==> src/rtl/uc_bus_master.sv <==
// uc_bus_master: host byte commands -> CPLD uc_* address loads and 4-phase
// uc_write/uc_read handshakes. A shadow of the CPLD address counter lets the
// block skip an address load (same address) or use a single increment strobe
// (next address) instead of a full LO/HI load.
module uc_bus_master #(
    parameter int SETUP_CYC  = 2,
    parameter int STROBE_CYC = 2,
    parameter int HOLD_CYC   = 1,
    parameter int TIMEOUT    = 1023
) (
    input  logic        clk,
    input  logic        rst_n,
    input  logic        cmd_valid,
    output logic        cmd_ready,
    input  logic        cmd_write,
    input  logic [14:0] cmd_addr,
    input  logic [7:0]  cmd_wdata,
    output logic        rsp_valid,
    output logic [7:0]  rsp_rdata,
    output logic        rsp_timeout,
    output logic [7:0]  uc_data_out,
    output logic        uc_data_oe,
    input  logic [7:0]  uc_data_in,
    output logic        uc_write,
    output logic        uc_read,
    input  logic        uc_ack,
    output logic        set_addr_lo,
    output logic        set_addr_hi,
    output logic        strobe_addr
);

    typedef enum logic [3:0] {
        S_IDLE, S_LO, S_GAP, S_HI, S_INC, S_XWAIT,
        S_WDRV, S_WREQ, S_WREL, S_RREQ, S_RREL
    } state_t;

    typedef struct packed {
        logic        write;
        logic [14:0] addr;
        logic [7:0]  wdata;
    } cmd_t;

    // One 10-bit counter serves both as strobe-phase position and as the
    // ack-wait timeout; it clears whenever the state changes.
    localparam logic [9:0] STB_ON   = 10'(SETUP_CYC);
    localparam logic [9:0] STB_OFF  = 10'(SETUP_CYC + STROBE_CYC);
    localparam logic [9:0] STB_LAST = 10'(SETUP_CYC + STROBE_CYC - 1);
    localparam logic [9:0] PH_LAST  = 10'(SETUP_CYC + STROBE_CYC + HOLD_CYC - 1);
    localparam logic [9:0] TMO_LIM  = 10'(TIMEOUT);

    state_t      state, state_nx;
    logic [9:0]  cnt;
    cmd_t        cmd_q;
    logic [14:0] shadow;
    logic        shadow_valid;
    logic        ack_meta, ack_s;
    logic [14:0] shadow_inc;

    logic accept, shadow_set, capture, abort, done;
    logic in_strobe, ph_end, stb_fall, tmo_hit;

    assign shadow_inc = shadow + 15'd1;
    assign in_strobe  = (cnt >= STB_ON) && (cnt < STB_OFF);
    assign ph_end     = (cnt == PH_LAST);
    assign stb_fall   = (cnt == STB_LAST);
    assign tmo_hit    = (cnt == TMO_LIM);

    // uc_ack is asynchronous to clk: two-flop synchroniser
    always_ff @(posedge clk or negedge rst_n) begin
        if (!rst_n) begin
            ack_meta <= 1'b0;
            ack_s    <= 1'b0;
        end else begin
            ack_meta <= uc_ack;
            ack_s    <= ack_meta;
        end
    end

    // State register
    always_ff @(posedge clk or negedge rst_n) begin
        if (!rst_n) state <= S_IDLE;
        else        state <= state_nx;
    end

    // Phase / timeout counter, saturating so a long wait cannot wrap past the limit
    always_ff @(posedge clk or negedge rst_n) begin
        if (!rst_n)                 cnt <= '0;
        else if (state_nx != state) cnt <= '0;
        else if (cnt != 10'h3FF)    cnt <= cnt + 10'd1;
    end

    // Command latch; inputs are ignored outside the accepting cycle
    always_ff @(posedge clk or negedge rst_n) begin
        if (!rst_n)      cmd_q <= '0;
        else if (accept) cmd_q <= '{write: cmd_write, addr: cmd_addr, wdata: cmd_wdata};
    end

    // Shadow of the CPLD address counter; any timeout leaves the CPLD state unknown
    always_ff @(posedge clk or negedge rst_n) begin
        if (!rst_n) begin
            shadow       <= '0;
            shadow_valid <= 1'b0;
        end else if (abort) begin
            shadow_valid <= 1'b0;
        end else if (shadow_set) begin
            shadow       <= cmd_q.addr;
            shadow_valid <= 1'b1;
        end
    end

    // Response outputs; read data is taken on the cycle the synchronised ack rises
    always_ff @(posedge clk or negedge rst_n) begin
        if (!rst_n) begin
            rsp_valid   <= 1'b0;
            rsp_timeout <= 1'b0;
            rsp_rdata   <= '0;
        end else begin
            rsp_valid   <= done | abort;
            rsp_timeout <= abort;
            if (capture) rsp_rdata <= uc_data_in;
        end
    end

    // Next-state and pin decode
    always_comb begin
        state_nx    = state;
        cmd_ready   = 1'b0;
        uc_write    = 1'b0;
        uc_read     = 1'b0;
        uc_data_oe  = 1'b0;
        uc_data_out = 8'h00;
        set_addr_lo = 1'b0;
        set_addr_hi = 1'b0;
        strobe_addr = 1'b0;
        accept      = 1'b0;
        shadow_set  = 1'b0;
        capture     = 1'b0;
        abort       = 1'b0;
        done        = 1'b0;
        case (state)
            S_IDLE: begin
                cmd_ready = 1'b1;
                if (cmd_valid) begin
                    accept = 1'b1;
                    if (shadow_valid && cmd_addr == shadow)          state_nx = S_XWAIT;
                    else if (shadow_valid && cmd_addr == shadow_inc) state_nx = S_INC;
                    else                                             state_nx = S_LO;
                end
            end
            S_LO: begin
                uc_data_oe  = 1'b1;
                uc_data_out = cmd_q.addr[7:0];
                set_addr_lo = 1'b1;
                strobe_addr = in_strobe;
                if (ph_end) state_nx = S_GAP;
            end
            S_GAP: state_nx = S_HI;
            S_HI: begin
                uc_data_oe  = 1'b1;
                uc_data_out = {1'b0, cmd_q.addr[14:8]};
                set_addr_hi = 1'b1;
                strobe_addr = in_strobe;
                shadow_set  = stb_fall;
                if (ph_end) state_nx = S_XWAIT;
            end
            S_INC: begin
                strobe_addr = in_strobe;
                shadow_set  = stb_fall;
                if (ph_end) state_nx = S_XWAIT;
            end
            S_XWAIT: begin
                // bus is released here, so a read never overlaps a driven pad
                if (!ack_s)       state_nx = cmd_q.write ? S_WDRV : S_RREQ;
                else if (tmo_hit) abort = 1'b1;
            end
            S_WDRV: begin
                uc_data_oe  = 1'b1;
                uc_data_out = cmd_q.wdata;
                state_nx    = S_WREQ;
            end
            S_WREQ: begin
                uc_data_oe  = 1'b1;
                uc_data_out = cmd_q.wdata;
                uc_write    = 1'b1;
                if (ack_s)        state_nx = S_WREL;
                else if (tmo_hit) abort = 1'b1;
            end
            S_WREL: begin
                if (!ack_s)       done = 1'b1;
                else if (tmo_hit) abort = 1'b1;
            end
            S_RREQ: begin
                uc_read = 1'b1;
                if (ack_s) begin
                    capture  = 1'b1;
                    state_nx = S_RREL;
                end else if (tmo_hit) begin
                    abort = 1'b1;
                end
            end
            S_RREL: begin
                if (!ack_s)       done = 1'b1;
                else if (tmo_hit) abort = 1'b1;
            end
            default: state_nx = S_IDLE;
        endcase
        if (done || abort) state_nx = S_IDLE;
    end

endmodule

==> config.mk <==
export PLATFORM = sky130hd
export DESIGN_NAME = uc_bus_master
export DESIGN_NICKNAME = d
export VERILOG_FILES = /design/src/rtl/uc_bus_master.sv
export SDC_FILE = /design/constraint.sdc
export NUM_CORES = 1
export LEC_CHECK = 0
export CAP_MARGIN = 10
export CORE_UTILIZATION = 55
export CTS_BUF_LIST = sky130_fd_sc_hd__clkbuf_4 sky130_fd_sc_hd__clkbuf_8
export DETAILED_ROUTE_END_ITERATION = 8
export MAX_ROUTING_LAYER = met4
export PLACE_DENSITY = 0.82
export REMOVE_ABC_BUFFERS = 1
export SLEW_MARGIN = 25
export SYNTH_ARGS = -nofsm -noshare
export SYNTH_HDL_FRONTEND = slang
export SYNTH_SLANG_ARGS = --single-unit
==> constraint.sdc <==
create_clock -name clk -period 3.3 [get_ports clk]
set_clock_uncertainty 0.2 [all_clocks]
set_input_delay 0.66 -clock clk [delete_from_list [all_inputs] [get_ports clk]]
set_output_delay 0.66 -clock clk [all_outputs]
set_load 0.02 [all_outputs]
# --- Word level (Yosys, flattened, before mapping) ---
# Cells that the tools add are included.
# Widths: inputs -> output; s select.
op_classes:
  addsub: 2
  order_cmp: 2
  eq_ne: 17
  muxes: 34
  bitwise_logic: 2
  reduce_logical: 15
ops:
  columns: ["operator", "count"]
  rows:
  - ["$pmux 4 s9", 1]
  - ["$mux 4", 8]
  - ["$eq 15x15->1", 2]
  - ["$pmux 8 s3", 1]
  - ["$mux 10", 2]
  - ["$mux 1", 19]
  - ["$eq 4x3->1 const B", 4]
  - ["$add 15x1->15 const B", 1]
  - ["$eq 4x4->1 const B", 3]
  - ["$add 10x1->10 const B", 1]
  - ["$eq 10x10->1 const B", 1]
  - ["$eq 10x2->1 const B", 1]
  - ["$eq 10x3->1 const B", 1]
  - ["$ge 10x2->1 const B", 1]
  - ["$lt 10x3->1 const B", 1]
  - ["$ne 10x10->1 const B", 1]
  - ["$eq 4x2->1 const B", 2]
  - ["$reduce_or 2->1", 4]
  - ["$mux 3", 2]
  - ["$reduce_or 3->1", 2]
  - ["$eq 4x1->1 const B", 1]
  - ["$logic_not 4->1", 1]
  - ["$ne 4x4->1", 1]
  - ["$reduce_bool 2->1", 2]
  - ["other kinds (7)", 9]
totals:
  ff_bits: 66
  input_bits: 36
  out_inout_bits: 25
  word_cells: 84

# --- Depth between registers and ports, before layout ---
# Gate-level depths: netlist of the first run.
logic_depth:
  depth_word: 10
  ltp_mapped: 9
  ltp_nobuf: 8

# --- Worst setup path after synthesis of the first run ---
# No wires, ideal clock.
synth_timing:
  kind: "register to output"
  from: "register cnt[7]"
  to: "output port strobe_addr"
  t_arrival_ps: 2020
  t_required_ps: 2440
  slack_ps: 420
  stages_incl_launch_ff: 4
  cell_sequence: "dfrtp_1 or4_4 or4_4 a211oi_1"
synth_via:
  elab_chain_cells: 3
synth_lines:
  columns: ["item", "line_no", "rtl"]
  rows:
  - ["from (decl)", "52", "logic [9:0] cnt;"]
  - ["from (signal assigned)", "89", "else if (cnt != 10'h3FF) cnt <= cnt + 10'd1;"]
  - ["$ge 10x2->1 or $lt 10x3->1 (tied branches)", "63", "assign in_strobe = (cnt >= STB_ON) && (cnt < STB_OFF);"]
  - ["$logic_and 1x1->1 *", "63", null]
  - ["$mux 1 *", "140", "case (state)"]
  - ["to (decl)", "29", "output logic strobe_addr"]
# Mark *: on every way between the ends. The rest lies on a longest branch, timed or not.

# --- Worst setup path after layout of the first run ---
layout_timing:
  from: "register state[3]"
  to: "output port uc_data_out[2]"
layout_via:
  elab_chain_cells: 3
layout_lines:
  columns: ["item", "line_no", "rtl"]
  rows:
  - ["from (decl)", "51", "state_t state, state_nx;"]
  - ["from (signal assigned)", "82", "else state <= state_nx;"]
  - ["$eq 4x3->1", "140", null]
  - ["$reduce_or 2->1 (no source line)", null, null]
  - ["$pmux 8 s3 *", "140", null]
  - ["to (decl)", "21", "output logic [7:0] uc_data_out,"]
# Marked as above.

==> results of run 1 <==
## what timing repair did
item | CTS | global route
hold buffers | 0 | 0
resized for setup | 1 | 4
setup endpoints to repair | 1 | 8
## worst reg2reg max path, cell delays in order (launching register included)
cell       delay (ns)
dfrtp_1          0.47
ha_1             0.27
nand3_2          0.15
or3_1            0.53
o22ai_4          0.31
a311o_2          0.16
o31a_2           0.14
o2111ai_2        0.29
a211oi_1         0.31
## metrics by stage
step	util	instances	worst slack, ns	total power [mW]
CTS	0.698	522	0.0283	3.95
global route	0.698	522	0.0181	4.17
detailed placement	0.669	506	0.138	3.27
global placement	0.669	506	0.168	3.22
finish	0.698	522	0.159	3.93
floorplan	-	356	0.420	2.53
## path summary, 6_finish.rpt
| check | startpoint | end | cells past startpoint |
|---|---|---|---|
| max | state[3]$_DFF_PN0_ | uc_data_out[2] | 5 |
| min | rst_n | cmd_q[7]$_DFFE_PN0P_ | 1 |
| max reg2reg | cnt[1]$_DFFE_PN0P_ | cnt[8]$_DFFE_PN0P_ | 8 |
| min reg2reg | ack_meta$_DFF_PN0_ | ack_s$_DFF_PN0_ | 0 |
| max in group asynchronous | rst_n | rsp_rdata[4]$_DFFE_PN0P_ | 2 |
| min in group clk | ack_meta$_DFF_PN0_ | ack_s$_DFF_PN0_ | 0 |
## layout by cell type (no fill, tap or decap), types with 3 or more instances in the layout
cell             count
a211oi_1             5
a21oi_1             14
a22oi_1              7
a31oi_1              3
buf_4                9
clkbuf_8             9
clkdlybuf4s50_1     58
clkinv_2             3
dfrtp_1             65
ha_1                 3
inv_1               11
mux2_2              38
mux2_4               7
mux2i_1              3
nand2_1             33
nand2b_1             7
nand3_1             15
nand4_1              5
nor2_1              29
nor2b_1              3
nor3_1              13
nor4_1               4
o21ai_0             11
o22ai_1              3
or3_1                3
xnor2_1             15
xor2_1              14
## metal layers
layer	part of all wire	wire length (um)
met5	0	0
met1	0.47	4280
met4	0.016	144
met2	0.48	4340
met3	0.040	367
## cell families (layout without fill, tap and decap cells)
| kind of cell | Yosys count | after routing | share of synthesized area |
|---|---|---|---|
| buffers and inverters | 27 | 97 | 0.0327 |
| AO/OA/AOI/OAI | 64 | 64 | 0.119 |
| AND/OR/NAND/NOR | 134 | 134 | 0.187 |
| XOR/XNOR | 30 | 30 | 0.0726 |
| flip-flops | 66 | 66 | 0.432 |
| multiplexers | 48 | 48 | 0.147 |
| adder cells (fa/ha/maj) | 3 | 3 | 0.00982 |
## layout make-up
cell class	count	share of cell area
sequential	66	0.351
inverter	11	0.00876
clock buffer	9	0.0263
multi-input combinational	279	0.434
timing repair buffer	70	0.144
clock inverter	7	0.0149
tap	80	0.0212
## report_power, final
group / total (mW) / switching (mW) / leakage, nW / internal, mW
clock network: 0.671 / 0.324 / 0.0990 / 0.347
logic: 1.85 / 0.937 / 1.01 / 0.917
registers: 1.41 / 0.302 / 0.830 / 1.11
## flip-flops by register name, summed over array words and instances (netlist names)
signal	count
rsp_timeout	1
cmd_q	24
rsp_valid	1
rsp_rdata	8
ack_meta	1
shadow	15
state	4
ack_s	1
cnt	10
shadow_valid	1
==> metrics.csv, run 1 <==
metric;value;unit
outcome;finished, final reports clean;
drive_above_1_share;0.208;
power.density;835;mW/mm2
die_w;85.4;um
ctsHtreeMaxLevel;3;
startpoint_type;flop;
n_fill_cell;498;
insertedDiodeCount;0;
arrival;2.28;ns
finalHoldViolations;0;
port_buffers;60;
synthCells;372;
ant_nets;0;
io_pins;61;
clockBufferDepth;2;
grt_max_degree;39;
multi_input_area;0.00205;mm2
synth_cell_types;64;
yosys_warnings;0;
period_needed;3.14;ns
synth.most_common_cell;dfrtp_1;
post_drt_wl_per_cell;17.5;um
dp_hpwl;6500;um
die_area;0.00729;mm2
clk_pin_slew_worst_paths;0.07;ns
grt_setup_unrepaired;false;
clockRootBuffer;clkbuf_8;
worstSkewPairLatency;0.34;ns
cts_setup_buffers;0;
async_reset_ff_frac;1.00;
grt_usage;0.275;
start_util;0.566;
syn_area;0.00382;mm2
rows;30;
use_met1;0.378;
yosysSeqAreaShare;0.432;
synth_top_area_cell;dfrtp_1;
cts_tree;yes;
drt_iter0_drc;204;
synthTopCellsByCount;dfrtp_1, mux2_2, nand2_1;
path_cells;nor2b_1 > and2_1 > a22oi_1 > nand2_1 > clkdlybuf4s50_1;
areaGrowthSynthToFinish;23.3;%
cts_buffers;9;
dpl_cell_area;0.00452;mm2
regArea;0.00165;mm2
viasPerCell;5.96;
globalplace.congestion;0.918;
grt_pass1_vias;3012;
slew_headroom;0.546;
crit_family;simple AND/OR/NAND/NOR gates;
wl;9140;um
drtPass1Iterations;5;
cp-end-kind;output port;
worstMarginPinSlew;0.680;ns
antenna_found_initial;0;
nNetsFinal;476;
grt_pass1_wl;14800;um
die_h;85.4;um
core;0.00676;mm2
hp-class;in2async;
vdd_drop_max;0.435;mV
setup_viol;0;
cp.buffers_inverters;1;
synth_top_area_share;0.432;
required;2.44;ns
synth.avg_cell_area;10.3;um2
gr-total-overflow;0;
cpMaxStageDelayCell;clkdlybuf4s50_1;
use_met2;0.413;
fin_area;0.00471;mm2
use_met3;0.0370;
tns;0;ns
cp_max_fo;8;
synth_flop_cell;dfrtp_1;
leakagePower;1.94;nW
synth_edf_count;0;
timing.final.crit_share;0.952;
ys_ff_latch;66;
max_freq;0.318;GHz
synth_top_cells_by_area;dfrtp_1, mux2_2, xnor2_1;
cap_violations;0;
hold_ws;0.150;ns
num_vias;3109;
r2r_slack;0.37;ns
top_usage_layer;met2;
path_class;reg2out;
crit_path_max_incr_delay;0.61;ns
drc;0;
clock-sinks;66;
final_max_slew_viol_count;0;
No activity file was read; power rests on OpenSTA's default activity.
==> run 2, diff against run 1 <==
--- a/config.mk
+++ b/config.mk
@@ -5,7 +5,8 @@
 export SDC_FILE = /design/constraint.sdc
 export NUM_CORES = 1
 export LEC_CHECK = 0
-export CAP_MARGIN = 10
+export CAP_MARGIN = 0
+export CORE_MARGIN = 4
 export CORE_UTILIZATION = 55
 export CTS_BUF_LIST = sky130_fd_sc_hd__clkbuf_4 sky130_fd_sc_hd__clkbuf_8
 export DETAILED_ROUTE_END_ITERATION = 8
==> run 2 against run 1 <==
Sequential cell count unchanged. Power increased by 2.8%. Cell count unchanged. Clock-buffer cell count increased by 1. Fmax increased by 0.73%. Clock power increased by 15%. Non-clock buffer count unchanged. Critical path type unchanged. Via count increased by 0.55%. Global-route usage decreased by 3.4 points.
==> metrics.csv, run 2 (synthesis results as in run 1) <==
metric;value;unit;change
outcome;finished, final reports clean;;unchanged
switching_power;1.57;mW;was 1.56 mW
clockBufferDepth;2;;unchanged
hp-class;in2async;;unchanged
cts_tree;yes;;unchanged
timing.final.crit_share;0.945;;was 0.952
areaGrowthSynthToFinish;24.2;%;was 23.3%
final_common_cell;dfrtp_1;;unchanged
drc;0;;unchanged
io_pins;61;;unchanged
drt_iter0_drc;257;;was 204
start_util;0.566;;unchanged
regMostFlops;cmd_q;;unchanged
required;2.44;ns;about the same
fin_area;0.00475;mm2;was 0.00471 mm2
die_h;91.4;um;was 85.4 um
die_w;91.4;um;was 85.4 um
vdd_drop_max;0.486;mV;was 0.435 mV
cts_setup_buffers;0;;unchanged
post_drt_wl_per_cell;17.5;um;about the same
rows;30;;unchanged
clock-sinks;66;;unchanged
largest_reg_flops;24;;unchanged
power.internal;2.47;mW;was 2.37 mW
ctsHtreeMaxLevel;3;;unchanged
worstSkewPairLatency;0.35;ns;was 0.34 ns
globalplace.congestion;0.909;;was 0.918
antenna_found_initial;0;;unchanged
seqPwrFrac;0.352;;was 0.358
ant_nets;0;;unchanged
grt_max_degree;67;;was 39
hold_buffers;0;;unchanged
combPwrFrac;0.457;;was 0.471
period_needed;3.12;ns;was 3.14 ns
grt_usage;0.241;;was 0.275
wl;9160;um;was 9140 um
final_max_slew_viol_count;0;;unchanged
hold_ws;0.120;ns;was 0.150 ns
cts_buffers;9;;unchanged
viasPerCell;5.99;;was 5.96
arrival;2.26;ns;was 2.28 ns
drtPass1Iterations;5;;unchanged
utilization;0.703;;was 0.698
num_vias;3126;;was 3,109
cp_max_fo;10;;was 8
gr-total-overflow;0;;unchanged
reg2regPathDepth;8;;unchanged
path_class;reg2out;;unchanged
drive_above_1_share;0.213;;was 0.208
dp_hpwl;6600;um;was 6500 um
sw_frac_of_total;0.388;;was 0.397
cap_violations;0;;unchanged
startpoint_type;flop;;unchanged
clk_pin_slew_worst_paths;0.07;ns;about the same
nNetsFinal;476;;unchanged
fin_total_pwr;4.04;mW;was 3.93 mW
dpl_cell_area;0.00452;mm2;unchanged
tns;0;ns;unchanged
port_buffers;60;;unchanged
max_freq;0.321;GHz;was 0.318 GHz
final_cell_mix;dfrtp_1, clkdlybuf4s50_1, mux2_2;;unchanged
die_area;0.00835;mm2;was 0.00729 mm2
insertedDiodeCount;0;;unchanged
grt_pass1_vias;3213;;was 3,012
slew_headroom;0.580;;was 0.546
setup_viol;0;;unchanged
grt_setup_unrepaired;false;;unchanged
cp-end-kind;output port;;unchanged
grt_pass1_wl;15700;um;was 14,800 um
power.density;851;mW/mm2;was 835 mW/mm2
finalHoldViolations;0;;unchanged
worstMarginPinSlew;0.626;ns;was 0.680 ns
clockRootBuffer;clkbuf_8;;unchanged
top_regs;cmd_q (24), shadow (15), cnt (10);;unchanged
p_clk_frac;0.191;;was 0.171
leakagePower;1.95;nW;was 1.94 nW
core;0.00676;mm2;unchanged
-- run 2: cell types whose count changed in the layout (fill, tap and decap cells not counted), sizes merged --
cell	before	now
clkbuf	10	11
clkinv	5	3
bufinv	1	2
-- run 2: layout make-up --
type,count,area [um2]
Sequential cell,66,1650
Timing Repair Buffer,70,678
Multi-Input combinational cell,279,2050
Fill cell,508,2010
Clock inverter,6,90.1
Tap cell,80,100
Clock buffer,10,138
Inverter,11,41.3
-- run 2: critical path, stage by stage (launching register included) --
cell and delay [ns]:
dfrtp_1 0.49, buf_4 0.22, nor3_2 0.19, buf_4 0.22, a22oi_1 0.11, nand2_1 0.09, clkdlybuf4s50_1 0.60
-- run 2: final timing paths --
path                            slack [ns]             startpoint              endpoint
worst max-delay path                  0.18     state[3]$_DFF_PN0_        uc_data_out[0]
worst min register to register        0.15     ack_meta$_DFF_PN0_       ack_s$_DFF_PN0_
min in group clk                      0.15     ack_meta$_DFF_PN0_       ack_s$_DFF_PN0_
max in group asynchronous             2.47                  rst_n    state[1]$_DFF_PN0_
worst min-delay path                  0.12                  rst_n  cmd_q[7]$_DFFE_PN0P_
worst max register to register        0.36  shadow[1]$_DFFE_PN0P_    state[0]$_DFF_PN0_
-- run 2: layer usage --
metal  part of all wire  track usage  vias up
li1                   -            -     1475
met1               0.43        0.308     1519
met4              0.014       0.0980        0
met5                  0            -        -
met3              0.074       0.0588       14
met2               0.48        0.367      118
-- run 2: power groups by stage --
stage / clock (mW) / combinational, mW / sequential, mW
2_1_floorplan: 0 / 1.11 / 1.42
3_3_place_gp: 0 / 1.81 / 1.41
3_5_place_dp: 0 / 1.85 / 1.43
4_1_cts: 0.786 / 1.85 / 1.41
5_1_grt: 0.831 / 2.01 / 1.47
6_report: 0.772 / 1.85 / 1.43
-- run 2: metrics by stage --
step,setup slack [ns],std cells
final,0.182,522
after global routing,0.0344,522
after CTS,0.0482,522
after detailed placement,0.0642,506
after global placement,0.155,506
after floorplan,0.420,356
-- run 2: what timing repair did --
item | in CTS | in global routing
hold endpoints to repair | 0 | 0
gates resized for setup | 1 | 6
endpoints found under the setup margin | 1 | 9
==> run 3, diff against run 2 <==
--- a/config.mk
+++ b/config.mk
@@ -10,6 +10,7 @@
 export CORE_UTILIZATION = 55
 export CTS_BUF_LIST = sky130_fd_sc_hd__clkbuf_4 sky130_fd_sc_hd__clkbuf_8
 export DETAILED_ROUTE_END_ITERATION = 8
+export GPL_ROUTABILITY_DRIVEN = 0
 export MAX_ROUTING_LAYER = met4
 export PLACE_DENSITY = 0.82
 export REMOVE_ABC_BUFFERS = 1
==> run 3 against run 2 <==
Global-route usage is 0.47 points lower. Power is 2.2% lower. Clock-buffer cell count stayed put. Die area stayed put. Cell area is 0.61% lower. Utilization is 0.43 points lower. First-iteration DRC count is 30% higher. Sequential cell count stayed put. Sequential share of layout area is 0.19 points higher. Combinational power hardly changed. Critical path type unchanged. Critical endpoint is now uc_data_out[2]. Highest routed layer unchanged.
==> metrics.csv, run 3 (synthesis results as in run 1) <==
metric;value;unit;change
outcome;finished, final reports clean;;unchanged
ctsHtreeMaxLevel;3;;unchanged
max_freq;0.319;GHz;was 0.321 GHz
rows;30;;unchanged
required;2.44;ns;about the same
antenna_found_initial;0;;unchanged
areaGrowthSynthToFinish;23.5;%;was 24.2%
io_pins;61;;unchanged
viasPerCell;5.97;;was 5.99
startpoint_type;flop;;unchanged
leakagePower;1.93;nW;was 1.95 nW
period_needed;3.13;ns;was 3.12 ns
vdd_drop_max;0.466;mV;was 0.486 mV
fin_total_pwr;3.96;mW;was 4.04 mW
clk_pin_slew_worst_paths;0.07;ns;about the same
grt_pass1_wl;15400;um;was 15,700 um
hold_ws;0.132;ns;was 0.120 ns
setup_viol;0;;unchanged
top_usage_layer;met2;;unchanged
cp-end-kind;output port;;unchanged
drc;0;;unchanged
final_cell_mix;dfrtp_1, clkdlybuf4s50_1, mux2_2;;unchanged
clockRootBuffer;clkbuf_8;;unchanged
use_met3;0.0414;;was 0.0588
path_class;reg2out;;unchanged
grt_usage;0.236;;was 0.241
start_util;0.566;;unchanged
arrival;2.27;ns;was 2.26 ns
nNetsFinal;476;;unchanged
largest_reg_flops;24;;unchanged
grt_setup_unrepaired;false;;unchanged
grt_max_degree;41;;was 67
drive_above_1_share;0.206;;was 0.213
post_drt_wl_per_cell;17.3;um;was 17.5 um
setup_ws;0.166;ns;was 0.182 ns
gr-total-overflow;0;;unchanged
dp_worst_setup_slack;0.145;ns;was 0.0642 ns
slew_headroom;0.562;;was 0.580
insertedDiodeCount;0;;unchanged
finalHoldViolations;0;;unchanged
port_buffers;60;;unchanged
cap_violations;0;;unchanged
grt_pass1_vias;3125;;was 3,213
die_w;91.4;um;unchanged
worstMarginPinSlew;0.652;ns;was 0.626 ns
num_vias;3117;;was 3,126
dp_hpwl;6640;um;was 6600 um
hold_buffers;0;;unchanged
core;0.00676;mm2;unchanged
die_area;0.00835;mm2;unchanged
die_h;91.4;um;unchanged
wl;9040;um;was 9160 um
n_fill_cell;525;;was 508
use_met1;0.324;;was 0.308
top_regs;cmd_q (24), shadow (15), cnt (10);;unchanged
clock-sinks;66;;unchanged
hp-class;in2async;;unchanged
cp_max_fo;8;;was 10
timing.final.crit_share;0.950;;was 0.945
cts_tree;yes;;unchanged
final_max_slew_viol_count;0;;unchanged
use_met2;0.355;;was 0.367
ant_nets;0;;unchanged
clockBufferDepth;2;;unchanged
power.density;838;mW/mm2;was 851 mW/mm2
tns;0;ns;unchanged
worstSkewPairLatency;0.34;ns;was 0.35 ns
cts_buffers;9;;unchanged
regMostFlops;cmd_q;;unchanged
drtPass1Iterations;5;;unchanged
drt_iter0_drc;335;;was 257
final_common_cell;dfrtp_1;;unchanged
run 3: changes by cell type in the layout (fill, tap and decap cells not counted), sizes merged:
cell      change
clkinvlp      +2
bufinv        -1
clkinv        -1
run 3: worst paths after layout:
path / startpoint / to / slack, ns / cells past startpoint
setup / recovery: state[3]$_DFF_PN0_ / uc_data_out[2] / 0.17 / 5
hold reg to reg: ack_meta$_DFF_PN0_ / ack_s$_DFF_PN0_ / 0.16 / 0
setup reg to reg: cnt[1]$_DFFE_PN0P_ / cnt[8]$_DFFE_PN0P_ / 0.27 / 8
min in group clk: ack_meta$_DFF_PN0_ / ack_s$_DFF_PN0_ / 0.16 / 0
hold / removal: rst_n / cmd_q[7]$_DFFE_PN0P_ / 0.13 / 1
max in group asynchronous: rst_n / ack_s$_DFF_PN0_ / 2.14 / 2
run 3: metal layers:
| layer | routed length, um | up-vias |
|---|---|---|
| met4 | 152 | 0 |
| met1 | 4130 | 1504 |
| met2 | 4190 | 128 |
| met3 | 569 | 19 |
| li1 | - | 1466 |
| met5 | 0 | - |
run 3: repair_timing:
item	4_1_cts	5_1_grt
setup buffers	0	0
endpoints found under the setup margin	1	1
resized for setup	1	3
run 3: layout make-up:
| type | instances | area (um2) | area share |
|---|---|---|---|
| Clock buffer | 10 | 138 | 0.0291 |
| Clock inverter | 6 | 66.3 | 0.0140 |
| Inverter | 11 | 41.3 | 0.00874 |
| Multi-Input combinational cell | 279 | 2050 | 0.433 |
| Sequential cell | 66 | 1650 | 0.350 |
| Tap cell | 80 | 100 | 0.0212 |
| Timing Repair Buffer | 70 | 678 | 0.144 |
run 3: report_power, final:
group | switching, mW | total, mW | internal, mW | leakage (nW)
combinational | 0.949 | 1.87 | 0.918 | 1.01
clock | 0.319 | 0.687 | 0.369 | 0.0945
sequential | 0.296 | 1.40 | 1.11 | 0.831
run 3: worst max-delay path, stage by stage, from the launching register on:
cell and delay, ns:
dfrtp_1 0.43, nor2b_1 0.26, and2_1 0.41, a22oi_1 0.13, nand2_1 0.10, clkdlybuf4s50_1 0.60
run 3: metrics by stage:
stage / area (um2) / util / cells
after detailed placement: 4520 / 0.669 / 506
after global routing: 4720 / 0.699 / 522
final: 4720 / 0.699 / 522
after CTS: 4730 / 0.699 / 522
after floorplan: 3740 / - / 356
after global placement: 4520 / 0.669 / 506
